## config.mk

```make
export PLATFORM = sky130hd
export DESIGN_NAME = lc3_datapath_mem
export DESIGN_NICKNAME = d
export VERILOG_FILES = /design/src/rtl/lc3_datapath_mem.sv
export SDC_FILE = /design/constraint.sdc
export NUM_CORES = 1
export LEC_CHECK = 0
export CAP_MARGIN = 20
export CORE_ASPECT_RATIO = 0.8
export CORE_MARGIN = 1.5
export CORE_UTILIZATION = 45
export CTS_CLUSTER_DIAMETER = 60
export DETAILED_ROUTE_END_ITERATION = 7
export PLACE_DENSITY = 0.67
export SETUP_SLACK_MARGIN = 0.02
export SYNTH_ARGS = -nofsm -noshare
export SYNTH_HDL_FRONTEND = slang
export SYNTH_SLANG_ARGS = --single-unit
```

## constraint.sdc

```tcl
create_clock -name clk -period 6.31 [get_ports clk]
set_clock_uncertainty 0.1 [all_clocks]
set_input_delay 1.262 -clock clk [delete_from_list [all_inputs] [get_ports clk]]
set_output_delay 1.262 -clock clk [all_outputs]
set_load 0.05 [all_outputs]
```

## src/rtl/lc3_datapath_mem.sv

```systemverilog
// LC-3 datapath (IR, PC, register file, ALU, address adder, CC, BEN, MAR/MDR)
// with a request/acknowledge memory port, a watchdog timeout and a sticky error flag.
module lc3_datapath_mem #(
  parameter int          WIDTH    = 16,
  parameter logic [15:0] PC_RESET = 16'h3000,
  parameter int          TIMEOUT  = 64
) (
  input  logic             clk,
  input  logic             rst_n,
  input  logic [WIDTH-1:0] busIn,
  input  logic             LDIR, LDPC, LDREG, LDCC, LDBEN, LDMAR, LDMDR,
  input  logic             MIO_EN,
  input  logic             R_W,
  input  logic [1:0]       PCMUX,
  input  logic [1:0]       DRMUX,
  input  logic [1:0]       SR1MUX,
  input  logic             ADDR1MUX,
  input  logic [1:0]       ADDR2MUX,
  input  logic             MARMUX,
  input  logic [1:0]       ALUK,
  input  logic             GatePC, GateALU, GateMARMUX, GateMDR,
  output logic [WIDTH-1:0] busOut,
  output logic [WIDTH-1:0] memAddr,
  output logic [WIDTH-1:0] memWdata,
  input  logic [WIDTH-1:0] memRdata,
  output logic             memReq,
  output logic             memWe,
  input  logic             memAck,
  output logic             R,
  output logic             memErr,
  output logic [4:0]       IR_15_To_11,
  output logic             BEN,
  output logic [2:0]       NZP
);
  localparam int CW = $clog2(TIMEOUT);
  localparam logic [CW-1:0] CNT_LAST = CW'(TIMEOUT - 1);

  typedef enum logic [1:0] {IDLE, REQ, DONE} state_t;

  logic [WIDTH-1:0] ir, pc, mar, mdr;
  logic [WIDTH-1:0] regs [8];
  logic [2:0]       nzp;
  logic             ben, err, we_q;
  logic [CW-1:0]    cnt;
  state_t           state, state_nxt;

  logic [2:0]       dr, sr1;
  logic [WIDTH-1:0] sr1_out, sr2_out, alu_b, alu_out;
  logic [WIDTH-1:0] addr1, addr2, adder, marmux_out, pc_nxt;

  always_comb begin
    dr  = ir[11:9];
    sr1 = ir[11:9];
    case (DRMUX)
      2'd0:    dr = ir[11:9];
      2'd2:    dr = 3'd6;
      default: dr = 3'd7;
    endcase
    case (SR1MUX)
      2'd0:    sr1 = ir[11:9];
      2'd1:    sr1 = ir[8:6];
      default: sr1 = 3'd6;
    endcase
  end

  // Reads see the pre-write value; no write-through bypass.
  assign sr1_out = regs[sr1];
  assign sr2_out = regs[ir[2:0]];
  assign alu_b   = ir[5] ? {{(WIDTH-5){ir[4]}}, ir[4:0]} : sr2_out;

  always_comb begin
    alu_out = sr1_out;
    case (ALUK)
      2'd0:    alu_out = sr1_out + alu_b;
      2'd1:    alu_out = sr1_out & alu_b;
      2'd2:    alu_out = ~sr1_out;
      default: alu_out = sr1_out;
    endcase
  end

  assign addr1 = ADDR1MUX ? sr1_out : pc;

  always_comb begin
    addr2 = '0;
    case (ADDR2MUX)
      2'd0:    addr2 = '0;
      2'd1:    addr2 = {{(WIDTH-6){ir[5]}},  ir[5:0]};
      2'd2:    addr2 = {{(WIDTH-9){ir[8]}},  ir[8:0]};
      default: addr2 = {{(WIDTH-11){ir[10]}}, ir[10:0]};
    endcase
  end

  assign adder      = addr1 + addr2;
  assign marmux_out = MARMUX ? adder : {{(WIDTH-8){1'b0}}, ir[7:0]};

  always_comb begin
    pc_nxt = pc;
    case (PCMUX)
      2'd0:    pc_nxt = pc + 1'b1;
      2'd1:    pc_nxt = busIn;
      2'd2:    pc_nxt = adder;
      default: pc_nxt = pc;
    endcase
  end

  // Fixed gate priority keeps the bus deterministic if the controller overlaps gates.
  always_comb begin
    busOut = '0;
    if (GatePC)          busOut = pc;
    else if (GateALU)    busOut = alu_out;
    else if (GateMARMUX) busOut = marmux_out;
    else if (GateMDR)    busOut = mdr;
  end

  always_ff @(posedge clk or negedge rst_n) begin
    if (!rst_n) begin
      ir  <= '0;
      pc  <= WIDTH'(PC_RESET);
      nzp <= 3'b010;
      ben <= 1'b0;
      for (int i = 0; i < 8; i++) regs[i] <= '0;
    end else begin
      if (LDIR)  ir <= busIn;
      if (LDPC)  pc <= pc_nxt;
      if (LDREG) regs[dr] <= busIn;
      if (LDCC)  nzp <= busIn[WIDTH-1] ? 3'b100 : (busIn == '0) ? 3'b010 : 3'b001;
      if (LDBEN) ben <= (ir[11] & nzp[2]) | (ir[10] & nzp[1]) | (ir[9] & nzp[0]);
    end
  end

  always_comb begin
    state_nxt = state;
    case (state)
      IDLE:    if (MIO_EN) state_nxt = REQ;
      REQ:     if (memAck || cnt == CNT_LAST) state_nxt = DONE;
      DONE:    state_nxt = IDLE;
      default: state_nxt = IDLE;
    endcase
  end

  // MAR/MDR only move in IDLE so the memory sees stable address/data during REQ.
  always_ff @(posedge clk or negedge rst_n) begin
    if (!rst_n) begin
      state <= IDLE;
      mar   <= '0;
      mdr   <= '0;
      cnt   <= '0;
      we_q  <= 1'b0;
      err   <= 1'b0;
    end else begin
      state <= state_nxt;
      if (state == IDLE) begin
        cnt  <= '0;
        we_q <= R_W;
        if (LDMAR) mar <= busIn;
        if (LDMDR) mdr <= busIn;
      end else if (state == REQ) begin
        if (memAck) begin
          if (!we_q) mdr <= memRdata;
        end else if (cnt == CNT_LAST) begin
          err <= 1'b1;
        end else begin
          cnt <= cnt + CW'(1);
        end
      end
    end
  end

  assign memReq      = (state == REQ);
  assign memWe       = (state == REQ) & we_q;
  assign memAddr     = mar;
  assign memWdata    = mdr;
  assign R           = (state == DONE);
  assign memErr      = err;
  assign IR_15_To_11 = ir[15:11];
  assign BEN         = ben;
  assign NZP         = nzp;
endmodule

```

==> After elaboration in Yosys (flattened, before gate mapping) <==
Cells that the tools add are included.
{ "op_classes": {"n_addsub": 4, "magnitude_cmp": 4, "n_eq_ne": 17, "n_mux": 35, "n_bitwise": 13, "n_reduce_logical": 18} }
{ "ops": {"columns": ["op", "n"], "rows": [
  ["$mux W16", 17],
  ["$pmux W16 S3", 3],
  ["$bwmux W128", 1],
  ["$bmux W16 S3", 2],
  ["$demux W16 S3", 1],
  ["$add A16 B16 Y16", 2],
  ["$mux W6", 4],
  ["$add A16 B1 Y16 const B", 1],
  ["$and A16 B16 Y16", 1],
  ["$logic_not A16 Y1", 1],
  ["$not A16 Y16", 1],
  ["$ge A4 B4 Y1 const B", 3],
  ["$logic_not A2 Y1", 6],
  ["$not A3 Y4", 3],
  ["$pmux W3 S2", 2],
  ["$eq A2 B1 Y1 const B", 5],
  ["$eq A2 B2 Y1 const B", 5],
  ["$ne A2 B1 Y1 const B", 4],
  ["$reduce_and A4 Y1", 2],
  ["$add A6 B1 Y6 const B", 1],
  ["$eq A6 B6 Y1 const B", 1],
  ["$mux W2", 3],
  ["$reduce_and A2 Y1", 3],
  ["$and A1 B1 Y1", 4],
  ["other kinds (11)", 15]
]} }
{ "word_totals": {"ff_bits": 206, "word_cells": 109} }

==> Longest topological paths before layout <==
Gate-level depths: netlist of the first run.
{ "depth": {"ltp_word": 12, "mapped_depth": 24, "mapped_depth_nobuf": 20} }

==> Worst setup path after synthesis of the first run <==
OpenSTA, ideal clock, no wires.
{ "synth_timing": {"kind": "input to output", "from": "input port SR1MUX[0]", "to": "output port busOut[12]", "arrival_ns": 5.836, "path_slack_ns": -0.888, "stages": 21, "path_buffers": 2, "cell_sequence": "buf_6 > mux2_4 > nor2_1 > clkbuf_1 > nand3_1 > nand3_1 > o21ai_0 > nand2_1 > o21ai_0 > ha_1 > fa_1 > a21o_1 > a21o_1 > a21oi_1 > o21ai_0 > a2111oi_0 > o21ai_0 > xnor2_1 > o21ai_0 > a31oi_1 > a21oi_1"} }
{ "synth_via": {"elab_chain_len": 12} }
{ "synth_rtl": {"columns": ["element", "line", "source"], "rows": [
  ["start: declaration", "16", "input logic [1:0] SR1MUX,"],
  ["$eq A2 B1 Y1 / $logic_not A2 Y1 (equally long branches)", "59", "case (SR1MUX)"],
  ["$pmux W3 S2 (*)", "59", null],
  ["$not A3 Y4 (not written as such) (*)", "67", "assign sr1_out = regs[sr1];"],
  ["$bmux W16 S3 (*)", "67", null],
  ["$mux W16 (not written as such) (*) (2 in a row)", "67", null],
  ["$mux W16", "81", "assign addr1 = ADDR1MUX ? sr1_out : pc;"],
  ["$add A16 B16 Y16", "93", "assign adder = addr1 + addr2;"],
  ["$mux W16", "94", "assign marmux_out = MARMUX ? adder : {{(WIDTH-8){1'b0}}, ir[7:0]};"],
  ["$mux W16", "111", "else if (GateMARMUX) busOut = marmux_out;"],
  ["$mux W16 (*)", "110", "else if (GateALU) busOut = alu_out;"],
  ["$mux W16 (*)", "109", "if (GatePC) busOut = pc;"],
  ["end: declaration", "22", "output logic [WIDTH-1:0] busOut,"]
]} }
Every way passes the cells marked *; elsewhere a longest branch is shown, timed or not. The select of a mux whose other input is x is not followed.

==> Final worst setup path of the first run <==
{ "layout_timing": {"from": "input port SR1MUX[0]", "to": "output port busOut[15]"} }
Same word-level chain as after synthesis.

==> results of run 1 <==
[cell families after synthesis]
logic type               share of synthesized area
AND/OR/NAND/NOR                              0.150
AO/OA/AOI/OAI                                0.144
multiplexers                                 0.228
flip-flops                                   0.378
buffers and inverters                       0.0386
XOR/XNOR                                    0.0262
adder cells (fa/ha/maj)                     0.0345
[metal layers]
metal,track usage,up-vias,wire length (um)
met5,0,-,21
met4,0.0694,4,1260
met3,0.0924,102,5370
met2,0.444,651,20600
met1,0.444,6326,21100
li1,-,5661,-
[sequential cells by signal, indices dropped and copies added, names as in the netlist]
name      cells
regs        128
ir           16
memAddr      16
memWdata     16
pc           16
cnt           6
NZP           3
state         2
BEN           1
memErr        1
we_q          1
[cell usage after synthesis, drive strengths merged (31+ instances only)]
cell | count | area share
mux4 | 32 | 0.053
ha | 36 | 0.033
nor2 | 84 | 0.024
o21ai | 74 | 0.027
mux2 | 183 | 0.15
dfrtp | 203 | 0.37
nor2b | 38 | 0.017
mux2i | 31 | 0.024
a21oi | 82 | 0.030
nand2 | 172 | 0.047
nand3 | 76 | 0.028
clkbuf | 84 | 0.023
[report_power, final]
group	total (mW)	internal [mW]	switching, mW
logic	3.41	1.58	1.83
clock network	1.58	0.970	0.605
registers	2.05	1.69	0.369
total	7.04	4.24	2.80
[area by class of cell]
type	count	area [um2]
sequential	206	5160
fill	2439	11100
clock buffer	28	667
multi-input combinational	1062	8590
tap	406	508
inverter	24	90.1
timing repair buffer	343	3170
clock inverter	16	238
[final timing paths]
| path | start | to | slack [ns] | cells after the start |
|---|---|---|---|---|
| setup / recovery | SR1MUX[0] | busOut[15] | -0.16 | 24 |
| hold / removal | memErr | memErr | 0.38 | 1 |
| hold reg to reg | memErr | memErr | 0.38 | 1 |
| setup reg to reg | ir[7] | pc[14] | 1.14 | 26 |
| min in group asynchronous | rst_n | ir[14] | 0.65 | 1 |
| max in group asynchronous | rst_n | regs[53] | 4.08 | 2 |
[what timing repair did]
item                                    4_1_cts  5_1_grt
endpoints found under the setup margin       15       10
setup buffers                                21       18
gates cloned                                  2        0
endpoints found under the hold margin         0        0
pin swaps                                    21       39
resized for setup                            63       63
hold buffers                                  0        0
[stage by stage]
| stage | TNS (ns) | instances | utilization | instance area (um2) |
|---|---|---|---|---|
| floorplan | -0.648 | 1397 | - | 13800 |
| global placement | -7.87 | 1999 | 0.563 | 16600 |
| detailed placement | -8.00 | 1999 | 0.563 | 16600 |
| CTS | -0.697 | 2066 | 0.607 | 18000 |
| global route | -1.72 | 2085 | 0.623 | 18400 |
| finish | -0.648 | 2085 | 0.623 | 18400 |
==> impl_metrics.py, run 1 <==
metrics = {
    "outcome": {
        "status": "finished with violations",
        "violations": "negative setup slack",
    },
    "global_routing": {
        "grt.total_usage": 0.305,
        "grt_overflow": 0,
        "grt_pass1_wl_um": 73800,
        "grt_max_degree": 102,
        "grt_pass1_vias": 12282,
        "grt_antenna_before_repair": 3,
    },
    "detailed_routing": {
        "wl_per_cell_um": 23.2,
        "vias": 12744,
        "first_pass_iters": 5,
        "drt_iter0_markers": 1398,
        "drc": 0,
        "drtAntennaViolNets": 0,
        "routed_wl_um": 48300,
        "via_per_inst": 6.11,
    },
    "sta": {
        "min_period_ns": 6.47,
        "max_slew.worst_pin.slew_ns": 1.13,
        "slew_violations": 0,
        "fmax_ghz": 0.155,
        "hold_ws_ns": 0.384,
        "relSlewSlack": 0.246,
        "report.final.setup_viol": 7,
        "rsz0062_at_grt": "true",
        "hold_viol": 0,
        "post-route-worst-setup-slack_ns": -0.160,
        "period_share": 1.03,
    },
    "worst_setup_path": {
        "slowest_delay_ns": 0.33,
        "path_cells": "buf_8 > buf_6 > buf_4 > mux2i_4 > nand2_2 > buf_12 > buf_4 > nand3_2 > nand2_2 > o21ai_4 > ha_4 > a21oi_4 > nor2b_4 > nor2_2 > o21bai_2 > buf_4 > a2111o_1 > a31oi_4 > o211a_1 > buf_4 > o21ai_0 > a21o_1 > a211oi_4 > buf_12",
        "path_common_cell": "buf_4",
        "crit_required_ns": 4.95,
        "cp.arrival_ns": 5.11,
        "cp_slowest_cell": "a2111o_1",
        "critPathMaxFanout": 11,
        "worst_setup_path_end_kind": "output pin",
        "cp_top_family": "compound AO/OA/AOI/OAI gates",
        "critPathBufInv": 8,
        "startpoint_type": "input pin",
        "critPathKind": "input pin to output pin",
    },
    "synthesis": {
        "synth_warnings": 0,
        "syn_nets": 1494,
        "syn_area_per_cell_um2": 9.77,
        "synth-seq-area-share": 0.378,
        "ys_types": 76,
        "yosys_register_bits": 206,
        "synth_edf_count": 0,
        "synthCells": 1397,
        "syn_area_um2": 13600,
        "async_flop_share": 1.00,
        "synth_flop_cell": "dfrtp_1",
    },
    "clocking": {
        "numCtsBuffers": 24,
        "cts.sinks": 206,
        "cts-root-buf": "clkbuf_16",
        "cts_tree": "done",
        "clk_latency_ns": 0.53,
        "cts_buffer_depth": 3,
        "cts_max_level": 1,
        "clk_pin_slew_ns": 0.07,
    },
    "place": {
        "post-place-ws_ns": -0.939,
        "io_buffers": 120,
        "gp_congestion": 1.01,
        "dp_hpwl_um": 34300,
    },
    "floorplanning": {
        "dieArea_um2": 31400,
        "die_h_um": 159,
        "die-width_um": 198,
        "rows": 56,
        "core_area_um2": 29600,
        "start_util": 0.461,
        "ios": 121,
    },
    "pwr": {
        "peakVddDrop_uv": 339,
        "totalPowerFinal_mw": 7.04,
        "p_per_area_nw_per_um2": 382,
        "leakagePower_nw": 8.02,
    },
    "finish": {
        "areaGrowthSynthToFinish_pct": 35.1,
        "layout_common_cells": "206 x buf_4, 202 x dfrtp_1, 182 x mux2_2",
        "final_common_cell": "buf_4",
        "layout.nets": 1758,
        "num_antenna_cells": 0,
        "drive_gt1_frac": 0.370,
    },
    "job": {
        "max_cap_viol_count": 0,
    },
    "worst_hold_path": {
        "worstHoldPathType": "register to register",
    },
}
Note: power is estimated with default switching activity, not from simulation.
==> run 2: changes to the inputs <==
--- a/config.mk
+++ b/config.mk
@@ -8,10 +8,10 @@
 export CAP_MARGIN = 20
 export CORE_ASPECT_RATIO = 0.8
 export CORE_MARGIN = 1.5
-export CORE_UTILIZATION = 45
+export CORE_UTILIZATION = 53
 export CTS_CLUSTER_DIAMETER = 60
 export DETAILED_ROUTE_END_ITERATION = 7
-export PLACE_DENSITY = 0.67
+export PLACE_DENSITY = 0.77
 export SETUP_SLACK_MARGIN = 0.02
 export SYNTH_ARGS = -nofsm -noshare
 export SYNTH_HDL_FRONTEND = slang
==> run 2 against run 1 <==
  * Global-route usage grew 6.9 points
  * Sequential share of layout area shrank 0.96 points
  * Power grew 3.7%
  * Routed wire length grew 5.8%
  * Highest routed layer is now met4
  * Non-clock buffer count grew 38
  * Register-to-register slack gained 0.63 ns
  * The flow still finishes with violations (negative setup slack)
==> impl_metrics.py, run 2 (synthesis gave the netlist of run 1 again) <==
metrics = {
    "outcome": {
        "status": "finished with violations",
        "violations": "negative setup slack",
    },
    "global_routing": {
        "grt_pass1_vias": 13021,
        "grt.total_usage": 0.374,
        "grt_antenna_before_repair": 1,
        "grt_overflow": 0,
        "grt_pass1_wl_um": 76200,
        "grt_max_degree": 101,
    },
    "floorplanning": {
        "die-width_um": 182,
        "ios": 121,
        "start_util": 0.539,
        "core_area_um2": 25300,
        "dieArea_um2": 26700,
        "rows": 52,
        "die_h_um": 147,
    },
    "place": {
        "gp_congestion": 1.05,
        "placed_area_um2": 16700,
        "io_buffers": 120,
        "dp_hpwl_um": 34400,
        "post-place-ws_ns": -1.07,
    },
    "worst_setup_path": {
        "startpoint_type": "input pin",
        "critPathMaxFanout": 7,
        "reg2reg_depth": 23,
        "critPathKind": "input pin to output pin",
        "cp.arrival_ns": 5.30,
        "crit_required_ns": 4.95,
        "worst_setup_path_end_kind": "output pin",
    },
    "sta": {
        "post-route-worst-setup-slack_ns": -0.349,
        "report.final.setup_viol": 9,
        "rsz0062_at_grt": "true",
        "period_share": 1.06,
        "max_slew.worst_pin.slew_ns": 1.19,
        "finalSetupTns_ns": -1.68,
        "relSlewSlack": 0.203,
        "fmax_ghz": 0.150,
        "hold_ws_ns": 0.392,
        "min_period_ns": 6.66,
        "hold_viol": 0,
        "slew_violations": 0,
    },
    "pwr": {
        "power.share.clock": 0.190,
        "peakVddDrop_uv": 369,
        "switching_power_mw": 3.02,
        "p_per_area_nw_per_um2": 382,
        "leakagePower_nw": 8.31,
        "totalPowerFinal_mw": 7.30,
        "swShare": 0.414,
        "internal_power_mw": 4.28,
        "pwr-share-comb": 0.527,
        "seq_power_share": 0.284,
    },
    "clocking": {
        "cts.sinks": 206,
        "numCtsBuffers": 22,
        "cts_buffer_depth": 3,
        "cts_max_level": 1,
        "clk_latency_ns": 0.53,
        "clk_pin_slew_ns": 0.06,
        "holdBufCountCts": 0,
        "cts-root-buf": "clkbuf_16",
        "cts_tree": "done",
    },
    "detailed_routing": {
        "drt_iter0_markers": 1439,
        "vias": 13345,
        "wl_per_cell_um": 25.1,
        "drc": 0,
        "first_pass_iters": 6,
        "via_per_inst": 6.55,
        "routed_wl_um": 51200,
        "drtAntennaViolNets": 0,
    },
    "finish": {
        "areaGrowthSynthToFinish_pct": 39.9,
        "largest_reg_flops": 128,
        "regMostFlops": "regs",
        "num_antenna_cells": 0,
        "layout_common_cells": "223 x buf_4, 202 x dfrtp_1, 177 x mux2_2",
        "drive_gt1_frac": 0.423,
        "final_common_cell": "buf_4",
        "post-route-cell-area_um2": 19100,
        "layout.nets": 1794,
    },
    "job": {
        "max_cap_viol_count": 0,
    },
    "worst_hold_path": {
        "min_path_cells": 1,
        "worstHoldPathType": "register to register",
    },
}
-- run 2: changes by cell type in the layout (fill, tap and decap cells not counted), sizes merged --
cell	previous run	this run
buf	241	277
bufinv	5	2
clkbuf	29	32
clkinv	6	5
clkinvlp	3	4
inv	26	24
-- run 2: worst paths after layout --
| kind | from | endpoint | slack (ns) |
|---|---|---|---|
| worst max-delay path | SR1MUX[0] | busOut[14] | -0.35 |
| worst max register to register | ir[8] | pc[14] | 1.77 |
| max in group asynchronous | rst_n | regs[85] | 4.09 |
| worst min-delay path | memErr | memErr | 0.39 |
| worst min register to register | memErr | memErr | 0.39 |
| min in group asynchronous | rst_n | ir[15] | 0.70 |
-- run 2: worst max-delay path: stages --
cell,delay (ns)
buf_12,0.12
mux2i_4,0.20
or2_4,0.33
buf_12,0.15
buf_12,0.13
buf_8,0.13
nand2_2,0.05
nand3_1,0.08
nand3_1,0.07
o21ai_1,0.07
buf_4,0.16
buf_12,0.13
nand2_4,0.07
o21ai_4,0.06
ha_4,0.29
nand2_1,0.07
o21ai_2,0.24
a2111oi_4,0.12
o21ai_2,0.19
a31oi_1,0.12
buf_4,0.16
buf_4,0.14
and4b_1,0.17
o31ai_2,0.23
nand4_1,0.28
buf_12,0.24
-- run 2: power by group through the flow --
| stage | Combinational [mW] | Sequential, mW | Clock (mW) |
|---|---|---|---|
| 2_1_floorplan | 1.65 | 2.27 | 0 |
| 3_3_place_gp | 3.18 | 2.02 | 0 |
| 3_5_place_dp | 3.23 | 2.04 | 0 |
| 4_1_cts | 3.58 | 2.03 | 1.39 |
| 5_1_grt | 4.02 | 2.10 | 1.44 |
| 6_report | 3.85 | 2.07 | 1.38 |
-- run 2: timing repair --
action,CTS,global route
buffers inserted,54,17
hold endpoints to repair,0,0
pin swaps,81,86
endpoints found under the setup margin,15,12
cloned,2,0
resized for setup,163,104
-- run 2: final cells by class --
type	instances	area, um2
Multi-Input combinational cell	1062	9090
Fill cell	1675	6220
Sequential cell	206	5160
Timing Repair Buffer	381	3560
Clock buffer	29	627
Tap cell	324	405
Clock inverter	11	149
Inverter	24	93.8
-- run 2: metal layers --
metal	wire, um	track usage
met4	1740	0.126
met1	20900	0.522
met3	6370	0.121
met5	0	0
met2	22200	0.548
-- run 2: stage by stage --
step / utilization / instances
after floorplan: - / 1397
after global placement: 0.659 / 1941
after detailed placement: 0.659 / 1941
after CTS: 0.734 / 2025
after global routing: 0.754 / 2037
final: 0.754 / 2037
==> variant (flow settings as in run 1) <==
Change the parameter `WIDTH` from 16 to 20.
--- a/src/rtl/lc3_datapath_mem.sv
+++ b/src/rtl/lc3_datapath_mem.sv
@@ -1,7 +1,7 @@
 // LC-3 datapath (IR, PC, register file, ALU, address adder, CC, BEN, MAR/MDR)
 // with a request/acknowledge memory port, a watchdog timeout and a sticky error flag.
 module lc3_datapath_mem #(
-  parameter int          WIDTH    = 16,
+  parameter int          WIDTH    = 20,
   parameter logic [15:0] PC_RESET = 16'h3000,
   parameter int          TIMEOUT  = 64
 ) (
Interface: changed (5 resized); port bits go from 121 to 141. The function was not compared with the original's and may differ.
==> variant against run 1 <==
  * Sequential cell count grew 44
  * Maximum frequency fell by 0.36%
  * Setup slack lost 0.023 ns
  * Final area grew 17%
  * Utilization is 2.3 points lower
  * Worst hold slack improved by 0.0032 ns
  * The run still ends with negative setup slack left
  * Critical path type unchanged
  * Wire length increased by 13%
  * Power rose by 13%
  * Highest routed layer unchanged
  * Synthesized area rose by 21%
==> variant: results <==
set metrics [dict create \
    status "finished, violations left" \
    failed_checks "negative setup slack" \
    fillerInstances 2965 \
    dr_wl_met2_um 24940 \
    met1_usage 0.3972 \
    r2r_cells 19 \
    ir_worst_vdd_mv 0.2734 \
    clock_area_frac 0.04129 \
    ys_seq_elements 250 \
    met1_length_um 23950 \
    grt_use_met2 0.4418 \
    clk_latency_ns 0.56 \
    synth-seq-area-share 0.3790 \
    buffer_area_frac 0.1630 \
    pre_cts_ws_ns -0.8764 \
    p_seq_mw 2.44 \
    setup_tns_ns -0.7749 \
    slew_headroom 0.3152 \
    netlist_area_um2 16520 \
    synthMuxAreaShare 0.2238 \
    multi_input_area_um2 10220 \
    dpl_cell_area_um2 19800 \
    placedCellCount 2331 \
    drt-total-wl_um 54440 \
    synth-compound-area-share 0.1509 \
    crit_path_max_incr_delay_ns 0.42 \
    timing.rr.end "pc[19]$_DFFE_PN0P_" \
    grt_start_max_net_pins 129 \
    seqPwrFrac 0.307 \
    grt_pass1_wl_um 83840 \
    stdcell_area_um2 21610 \
    yosys.area_share.adder 0.03575 \
    worstPathMaxFanout 5 \
    syn_nets 1775 \
    cpMaxStageDelayCell "a221o_1" \
    antenna_found_initial 2 \
    track_usage 0.2837 \
    drive_above_1_share 0.3542 \
    synth_xor_area_frac 0.02856 \
    seq_share 0.2898 \
    viasPerCell 6.106 \
    n_all_buffers 368 \
    setup_viol 8 \
    clockBufferCount 41 \
    rrSetupSlack_ns 1.85 \
    stdcell_count 2417 \
    setup_slack_ns -0.1829 \
    multi_input_gates 1237 \
    r2r-start "ir[6]$_DFFE_PN0P_" \
    p_int_mw 4.814 \
    syn_avg_cell_area_um2 9.945 \
    drt_iter0_markers 1387 \
    inverters 30 \
]
## variant: worst min path at each step
stage / start / to / slack, ns / cells past startpoint
after floorplan: ir[14]$_DFFE_PN0P_ / ir[14]$_DFFE_PN0P_ / 0.38 / 1
after global placement: memErr$_DFFE_PN0P_ / memErr$_DFFE_PN0P_ / 0.37 / 2
after detailed placement: memErr$_DFFE_PN0P_ / memErr$_DFFE_PN0P_ / 0.37 / 2
after CTS: memErr$_DFFE_PN0P_ / memErr$_DFFE_PN0P_ / 0.39 / 2
after global routing: memAddr[3]$_DFFE_PN0P_ / memAddr[3]$_DFFE_PN0P_ / 0.42 / 1
final: memErr$_DFFE_PN0P_ / memErr$_DFFE_PN0P_ / 0.39 / 2
## variant: kinds of logic (layout without fill, tap and decap cells)
group	count (synthesis)	in the layout
compound gates	357	357
xor+xnor	53	53
fa+ha+maj	46	46
buf+inv	174	450
flops	250	250
mux	292	292
simple gates	489	489
